**src/rtl/mem_access_ctrl_pkg.sv**
```systemverilog
// Shared opcodes, FSM state and access bundle for the CPU load/store bus bridge.
// Lane steering helpers live here so the top and the bench-free units agree on them.
package mem_access_ctrl_pkg;

    localparam logic [5:0] OPCODE_LB  = 6'h20;
    localparam logic [5:0] OPCODE_LH  = 6'h21;
    localparam logic [5:0] OPCODE_LW  = 6'h23;
    localparam logic [5:0] OPCODE_LBU = 6'h24;
    localparam logic [5:0] OPCODE_LHU = 6'h25;
    localparam logic [5:0] OPCODE_SB  = 6'h28;
    localparam logic [5:0] OPCODE_SH  = 6'h29;
    localparam logic [5:0] OPCODE_SW  = 6'h2B;

    typedef enum logic [1:0] {
        IDLE  = 2'd0,
        BUS   = 2'd1,
        RDATA = 2'd2,
        DONE  = 2'd3
    } state_t;

    typedef struct packed {
        logic [31:0] addr;
        logic [3:0]  be;
        logic [31:0] wdata;
        logic [5:0]  opcode;
        logic        is_read;
    } acc_t;

    function automatic logic is_byte_op(input logic [5:0] op);
        return (op == OPCODE_LB) || (op == OPCODE_LBU) || (op == OPCODE_SB);
    endfunction

    function automatic logic is_half_op(input logic [5:0] op);
        return (op == OPCODE_LH) || (op == OPCODE_LHU) || (op == OPCODE_SH);
    endfunction

    function automatic logic is_load(input logic [5:0] op);
        return (op == OPCODE_LB) || (op == OPCODE_LBU) ||
               (op == OPCODE_LH) || (op == OPCODE_LHU) ||
               (op == OPCODE_LW);
    endfunction

    function automatic logic is_store(input logic [5:0] op);
        return (op == OPCODE_SB) || (op == OPCODE_SH) || (op == OPCODE_SW);
    endfunction

    function automatic logic [3:0] lane_enable(input logic [5:0] op,
                                               input logic [1:0] a);
        logic [3:0] be;
        be = 4'b1111;
        unique case (1'b1)
            is_byte_op(op): be = 4'b0001 << a;
            is_half_op(op): be = a[1] ? 4'b1100 : 4'b0011;
            default:        be = 4'b1111;
        endcase
        return be;
    endfunction

    function automatic logic [31:0] lane_data(input logic [5:0] op,
                                              input logic [31:0] wd);
        logic [31:0] d;
        d = '0;
        unique case (1'b1)
            op == OPCODE_SB: d = {4{wd[7:0]}};
            op == OPCODE_SH: d = {2{wd[15:0]}};
            op == OPCODE_SW: d = wd;
            default:         d = '0;
        endcase
        return d;
    endfunction

    function automatic logic misaligned(input logic [5:0] op,
                                        input logic [1:0] a);
        logic bad;
        bad = 1'b0;
        unique case (1'b1)
            is_half_op(op):                       bad = a[0];
            (op == OPCODE_LW) || (op == OPCODE_SW): bad = (a != 2'b00);
            default:                              bad = 1'b0;
        endcase
        return bad;
    endfunction

endpackage

```
**src/rtl/mem_access_ctrl_if.sv**
```systemverilog
// CPU request/response and Avalon-MM master signals of the load/store bridge.
// slave = the controller, master = the CPU plus bus slave environment.
interface mem_access_ctrl_if;

    logic        req_valid;
    logic [5:0]  req_opcode;
    logic [31:0] req_addr;
    logic [31:0] req_wdata;
    logic        req_ready;

    logic        resp_valid;
    logic [31:0] resp_rdata;
    logic        resp_err;

    logic [31:0] avm_address;
    logic        avm_read;
    logic        avm_write;
    logic [3:0]  avm_byteenable;
    logic [31:0] avm_writedata;
    logic        avm_waitrequest;
    logic [31:0] avm_readdata;

    modport slave (
        input  req_valid, req_opcode, req_addr, req_wdata,
        output req_ready, resp_valid, resp_rdata, resp_err,
        output avm_address, avm_read, avm_write,
        output avm_byteenable, avm_writedata,
        input  avm_waitrequest, avm_readdata
    );

    modport master (
        output req_valid, req_opcode, req_addr, req_wdata,
        input  req_ready, resp_valid, resp_rdata, resp_err,
        input  avm_address, avm_read, avm_write,
        input  avm_byteenable, avm_writedata,
        output avm_waitrequest, avm_readdata
    );

endinterface

```
**src/rtl/mem_access_ctrl_load_extend.sv**
```systemverilog
// Picks the addressed lane out of a read word and sign/zero extends it.
// Word loads pass through; half loads look only at addr[1].
module load_extend
    import mem_access_ctrl_pkg::*;
(
    input  logic [31:0] readdata,
    input  logic [5:0]  opcode,
    input  logic [1:0]  addr,
    output logic [31:0] result
);

    logic [7:0]  byte_lane;
    logic [15:0] half_lane;

    assign byte_lane = readdata[{addr, 3'b000} +: 8];
    assign half_lane = addr[1] ? readdata[31:16] : readdata[15:0];

    always_comb begin
        result = '0;
        unique case (1'b1)
            opcode == OPCODE_LB:  result = {{24{byte_lane[7]}}, byte_lane};
            opcode == OPCODE_LBU: result = {24'b0, byte_lane};
            opcode == OPCODE_LH:  result = {{16{half_lane[15]}}, half_lane};
            opcode == OPCODE_LHU: result = {16'b0, half_lane};
            opcode == OPCODE_LW:  result = readdata;
            default:              result = '0;
        endcase
    end

endmodule

```
**src/rtl/mem_access_ctrl.sv**
```systemverilog
// Single-outstanding MIPS load/store to Avalon-MM bridge with optional wait timeout.
// Define MEM_ALIGN_TRAP_EN to reject misaligned half/word accesses without a bus cycle.
module mem_access_ctrl
    import mem_access_ctrl_pkg::*;
#(
    parameter int unsigned WAIT_LIMIT = 0
) (
    input  logic              clk,
    input  logic              reset,
    mem_access_ctrl_if.slave  bus
);

    localparam logic [31:0] LIMIT_M1 = WAIT_LIMIT - 1;

    state_t      state;
    state_t      state_next;
    acc_t        acc;
    logic [31:0] rdata_q;
    logic        err_q;
    logic [31:0] wait_cnt;

    logic        accept;
    logic        supported;
    logic        trap;
    logic        timeout;
    logic [31:0] ext_result;

    assign accept    = bus.req_valid && (state == IDLE);
    assign supported = is_load(bus.req_opcode) || is_store(bus.req_opcode);

`ifdef MEM_ALIGN_TRAP_EN
    assign trap = supported && misaligned(bus.req_opcode, bus.req_addr[1:0]);
`else
    assign trap = 1'b0;
`endif

    // Fires on the BUS edge that would complete the WAIT_LIMIT-th stalled cycle.
    assign timeout = (WAIT_LIMIT != 0) && (state == BUS)
                     && bus.avm_waitrequest && (wait_cnt == LIMIT_M1);

    load_extend u_load_extend (
        .readdata (bus.avm_readdata),
        .opcode   (acc.opcode),
        .addr     (acc.addr[1:0]),
        .result   (ext_result)
    );

    always_ff @(posedge clk) begin
        if (reset) begin
            state <= IDLE;
        end else begin
            state <= state_next;
        end
    end

    always_comb begin
        state_next = state;
        unique case (state)
            IDLE: begin
                if (accept) begin
                    state_next = (supported && !trap) ? BUS : DONE;
                end
            end
            BUS: begin
                if (!bus.avm_waitrequest) begin
                    state_next = acc.is_read ? RDATA : DONE;
                end else if (timeout) begin
                    state_next = DONE;
                end
            end
            RDATA:   state_next = DONE;
            DONE:    state_next = IDLE;
            default: state_next = IDLE;
        endcase
    end

    always_comb begin
        bus.req_ready      = (state == IDLE);
        bus.resp_valid     = (state == DONE);
        bus.resp_rdata     = rdata_q;
        bus.resp_err       = err_q;
        bus.avm_read       = (state == BUS) && acc.is_read;
        bus.avm_write      = (state == BUS) && !acc.is_read;
        bus.avm_address    = {acc.addr[31:2], 2'b00};
        bus.avm_byteenable = acc.be;
        bus.avm_writedata  = acc.wdata;
    end

    always_ff @(posedge clk) begin
        if (reset) begin
            acc      <= '0;
            rdata_q  <= '0;
            err_q    <= 1'b0;
            wait_cnt <= '0;
        end else begin
            if (accept) begin
                acc.addr    <= bus.req_addr;
                acc.be      <= lane_enable(bus.req_opcode, bus.req_addr[1:0]);
                acc.wdata   <= lane_data(bus.req_opcode, bus.req_wdata);
                acc.opcode  <= bus.req_opcode;
                acc.is_read <= is_load(bus.req_opcode);
                rdata_q     <= '0;
                err_q       <= trap;
                wait_cnt    <= '0;
            end
            if (state == BUS) begin
                wait_cnt <= bus.avm_waitrequest ? wait_cnt + 32'd1 : '0;
                if (timeout) begin
                    err_q <= 1'b1;
                end
            end
            if (state == RDATA) begin
                rdata_q <= ext_result;
            end
        end
    end

endmodule

```
**src/flat_wrapper.sv**
```systemverilog
// flat-port wrapper written by rule: the top's interface ports become plain ports
module mem_access_ctrl_flat import mem_access_ctrl_pkg::*;
#(
    parameter int unsigned WAIT_LIMIT = 0
)
  (clk, reset, bus_req_valid, bus_req_opcode, bus_req_addr, bus_req_wdata, bus_req_ready, bus_resp_valid, bus_resp_rdata, bus_resp_err, bus_avm_address, bus_avm_read, bus_avm_write, bus_avm_byteenable, bus_avm_writedata, bus_avm_waitrequest, bus_avm_readdata);
  mem_access_ctrl_if bus_i ();
  input  logic clk;
  input  logic reset;
  input wire logic [$bits(bus_i.req_valid)-1:0] bus_req_valid;
  input wire logic [$bits(bus_i.req_opcode)-1:0] bus_req_opcode;
  input wire logic [$bits(bus_i.req_addr)-1:0] bus_req_addr;
  input wire logic [$bits(bus_i.req_wdata)-1:0] bus_req_wdata;
  output wire logic [$bits(bus_i.req_ready)-1:0] bus_req_ready;
  output wire logic [$bits(bus_i.resp_valid)-1:0] bus_resp_valid;
  output wire logic [$bits(bus_i.resp_rdata)-1:0] bus_resp_rdata;
  output wire logic [$bits(bus_i.resp_err)-1:0] bus_resp_err;
  output wire logic [$bits(bus_i.avm_address)-1:0] bus_avm_address;
  output wire logic [$bits(bus_i.avm_read)-1:0] bus_avm_read;
  output wire logic [$bits(bus_i.avm_write)-1:0] bus_avm_write;
  output wire logic [$bits(bus_i.avm_byteenable)-1:0] bus_avm_byteenable;
  output wire logic [$bits(bus_i.avm_writedata)-1:0] bus_avm_writedata;
  input wire logic [$bits(bus_i.avm_waitrequest)-1:0] bus_avm_waitrequest;
  input wire logic [$bits(bus_i.avm_readdata)-1:0] bus_avm_readdata;
  assign bus_i.req_valid = bus_req_valid;
  assign bus_i.req_opcode = bus_req_opcode;
  assign bus_i.req_addr = bus_req_addr;
  assign bus_i.req_wdata = bus_req_wdata;
  assign bus_req_ready = bus_i.req_ready;
  assign bus_resp_valid = bus_i.resp_valid;
  assign bus_resp_rdata = bus_i.resp_rdata;
  assign bus_resp_err = bus_i.resp_err;
  assign bus_avm_address = bus_i.avm_address;
  assign bus_avm_read = bus_i.avm_read;
  assign bus_avm_write = bus_i.avm_write;
  assign bus_avm_byteenable = bus_i.avm_byteenable;
  assign bus_avm_writedata = bus_i.avm_writedata;
  assign bus_i.avm_waitrequest = bus_avm_waitrequest;
  assign bus_i.avm_readdata = bus_avm_readdata;
  mem_access_ctrl #(.WAIT_LIMIT(WAIT_LIMIT)) u_core (.clk(clk), .reset(reset), .bus(bus_i));
endmodule
```
**config.mk**
```make
export PLATFORM = sky130hd
export DESIGN_NAME = mem_access_ctrl_flat
export DESIGN_NICKNAME = d
export VERILOG_FILES = /design/src/rtl/mem_access_ctrl_pkg.sv /design/src/rtl/mem_access_ctrl_if.sv /design/src/rtl/mem_access_ctrl_load_extend.sv /design/src/rtl/mem_access_ctrl.sv /design/src/flat_wrapper.sv
export SDC_FILE = /design/constraint.sdc
export NUM_CORES = 1
export LEC_CHECK = 0
export CAP_MARGIN = 20
export CORE_MARGIN = 3
export CORE_UTILIZATION = 47
export DETAILED_ROUTE_END_ITERATION = 8
export PLACE_DENSITY_LB_ADDON = 0.1
export SKIP_CTS_REPAIR_TIMING = 1
export SLEW_MARGIN = 30
export SYNTH_ARGS = -nofsm -noshare
export SYNTH_HDL_FRONTEND = slang
export SYNTH_SLANG_ARGS = --single-unit
```
**constraint.sdc**
```tcl
create_clock -name clk -period 4 [get_ports clk]
set_input_delay 0.8 -clock clk [delete_from_list [all_inputs] [get_ports clk]]
set_output_delay 0.8 -clock clk [all_outputs]
set_load 0.005 [all_outputs]
```
==> summary.txt <==
Unrepaired setup endpoints after global routing - false
Final Net Count - 854
Number of global-route vias before repair - 4935
Fmax achieved - 381 MHz
Switching Share - 34.0%
Sequential fraction of the synthesis area - 41.0%
Most frequent cell after synthesis - dfxtp_1
Yosys top cell area share - 41.0%
Total CTS buffers - 9
Leak - 2.40 nW
Worst relative slew slack - 36.1%
Commonest cells post-synth - dfxtp_1 (109), nand2_1 (103), a21oi_1 (82), buf_4 (69), clkbuf_1 (37)
Chip Width - 112 µm
DRT iter0 DRCs - 382
Cell chosen for the clock root - clkbuf_16
# setup viols final - 0
CTS sink cnt - 109
Mapped cell area - 5330 µm²
Final setup margin - 1.38 ns
CP endpoint kind - register
Avg Inst Size Synth - 8.37 µm²
Via count - 5113
Crit Path Class - in -> reg
Min-delay worst type - reg -> reg
Primary FF master, synth - dfxtp_1
Cells after synthesis - 636
Routed WL per cell - 17.6 µm
Starting Density - 48.7%
H-tree Lvls - 3
Vias per inst - 5.75
Ports - 211
CP Data Required Time - 4.27 ns
Top post-synthesis cells by area - dfxtp_1 (41%), buf_4 (9.7%), a21oi_1 (7.7%)
Cell taking the most area after synthesis - dfxtp_1
HPWL reported at the end of detailed placement - 11100 µm
Post-synth cell types - 43
Slew of the pin with the lowest slew margin - 0.953 ns
Status - finished clean
Synth Register Bits - 109
Tmin final - 2.62 ns
Die area - 12600 µm²
Grt ovf - 0
Largest net degree at the start of global routing - 110
Worst slack, placed - 1.08 ns
RePlAce Congestion - 0.883
DRT Pass-1 Iters - 5
Latest clock arrival within the worst-skew pair - 0.34 ns
Port bufs - 207
First-pass GRT wire length - 24600 µm
CP Data Arrival Time - 2.89 ns
Final Hold Fails - 0
Critical Path Fanout Max - 37
Worst setup SP type - primary input
Clock-pin slew on the worst setup and hold paths - 0.07 ns
Fill count - 951
Post-Layout Cell Count - 889
MaxCap Viol Count - 0
Pwr/cell area - 476 nW/µm²
Fin. max-slew vios - 0
Clk buf depth - 2
Internal - 2.28 mW
Post-route DRC - 0
Comb pwr share - 35.3%
Ys Warns - 0
Tot GR Track Use - 23.7%
Initial antenna violation count - 0
Clock Skews - 0.00647 ns
Core Rows - 38
Max IR drop VDD - 0.322 mV
Syn-to-layout area delta - 36.4%
Core area - 10900 µm²
Post-DRT Antenna Nets - 0
Final wirelength - 15600 µm
Ys async rst share - 0%
Layout cell share with drive strength beyond 1 - 6.41%
Post-synth EDFFs - 0
Seq pwr share - 38.0%
Die Span Y - 112 µm
Clk pwr share - 26.7%
Setup TNS - 0 ns
Antenna cells - 0
CTS tree - done
Tcrit/Tclk final - 65.5%
Inst Count DP - 873
Switch Pwr - 1.18 mW
[area by class of cell]
cell class | instances | area [µm²] | share of cell area, %
Clock buffer | 10 | 239 | 3.29
Clock inverter | 6 | 71.3 | 0.982
Inverter | 6 | 22.5 | 0.310
Multi-Input combinational cell | 406 | 2450 | 33.7
Sequential cell | 109 | 2180 | 30.0
Tap cell | 140 | 175 | 2.41
Timing Repair Buffer | 212 | 2120 | 29.2
[kinds of logic after synthesis]
kind of cell	synth area share [%]
adders and majority gates	0.940
DFF	41.0
muxes	3.92
AOI/OAI and AO/OA	25.1
other	0.0704
buffers and inverters	13.7
and+or+nand+nor	15.3
[registers in the layout, summed over array words and instances (netlist names)]
register                   count
u_core.bus.avm_byteenable      4
u_core.bus.avm_writedata      32
u_core.bus.avm_address        30
u_core.state                   2
u_core.acc                     9
u_core.bus.resp_rdata         32
[power by group through the flow]
stage | clock (mW) | combinational, mW | sequential (mW)
3_5_place_dp | 0 | 1.22 | 1.34
4_1_cts | 0.933 | 1.22 | 1.32
6_report | 0.924 | 1.22 | 1.32
2_1_floorplan | 0 | 0.828 | 1.31
3_3_place_gp | 0 | 1.19 | 1.33
5_1_grt | 0.979 | 1.33 | 1.34
[worst max-delay path, cell delays in order]
cell and delay, ns:
clkdlybuf4s50_1 0.53, nand2_2 0.40, nor3_1 0.87, a22oi_1 0.14
nor2_1 0.14
[final timing paths]
path / endpoint / slack (ns) / start / cells past startpoint
setup / recovery: u_core.bus.avm_writedata[9] / 1.38 / bus_req_valid / 5
hold / removal: u_core.bus.avm_address[7] / 0.45 / u_core.bus.avm_address[7] / 2
setup reg to reg: u_core.bus.avm_writedata[9] / 1.55 / u_core.state[0] / 6
hold reg to reg: u_core.bus.avm_address[7] / 0.45 / u_core.bus.avm_address[7] / 2
[cell usage in the layout, fill, tap and decap left out, drive strengths merged, types with 4 or more instances in the layout]
cell | netlist | layout
nor3 | 21 | 21
inv | 6 | 7
buf | 80 | 6
clkdlybuf4s50 | 0 | 206
mux2 | 15 | 15
clkbuf | 37 | 10
a221oi | 18 | 18
dfxtp | 109 | 109
nor2 | 32 | 32
ha | 4 | 4
a22o | 8 | 8
a311oi | 7 | 7
nand2b | 6 | 6
a211oi | 26 | 26
nand3 | 11 | 11
a222oi | 8 | 8
nand2 | 103 | 103
a21oi | 82 | 82
mux2i | 4 | 4
a22oi | 33 | 33
[routing by layer]
metal	vias to the layer above	global-route usage [%]	routed length (µm)
li1	2432	-	-
met1	2415	29.8	6370
met2	226	39.5	7630
met3	40	5.28	1190
met4	0	9.29	429
met5	-	0	0
[through the flow]
step	total power [mW]	instance area [µm²]	utilization, %	hold WS (ns)
finish	3.46	7260	66.4	0.453
global route	3.65	7260	66.4	0.475
CTS	3.47	7250	66.3	0.456
detailed placement	2.56	6940	63.5	0.448
global placement	2.53	6940	63.5	0.441
floorplan	2.14	5330	-	0.432
Note: power is estimated with default switching activity, not from simulation.
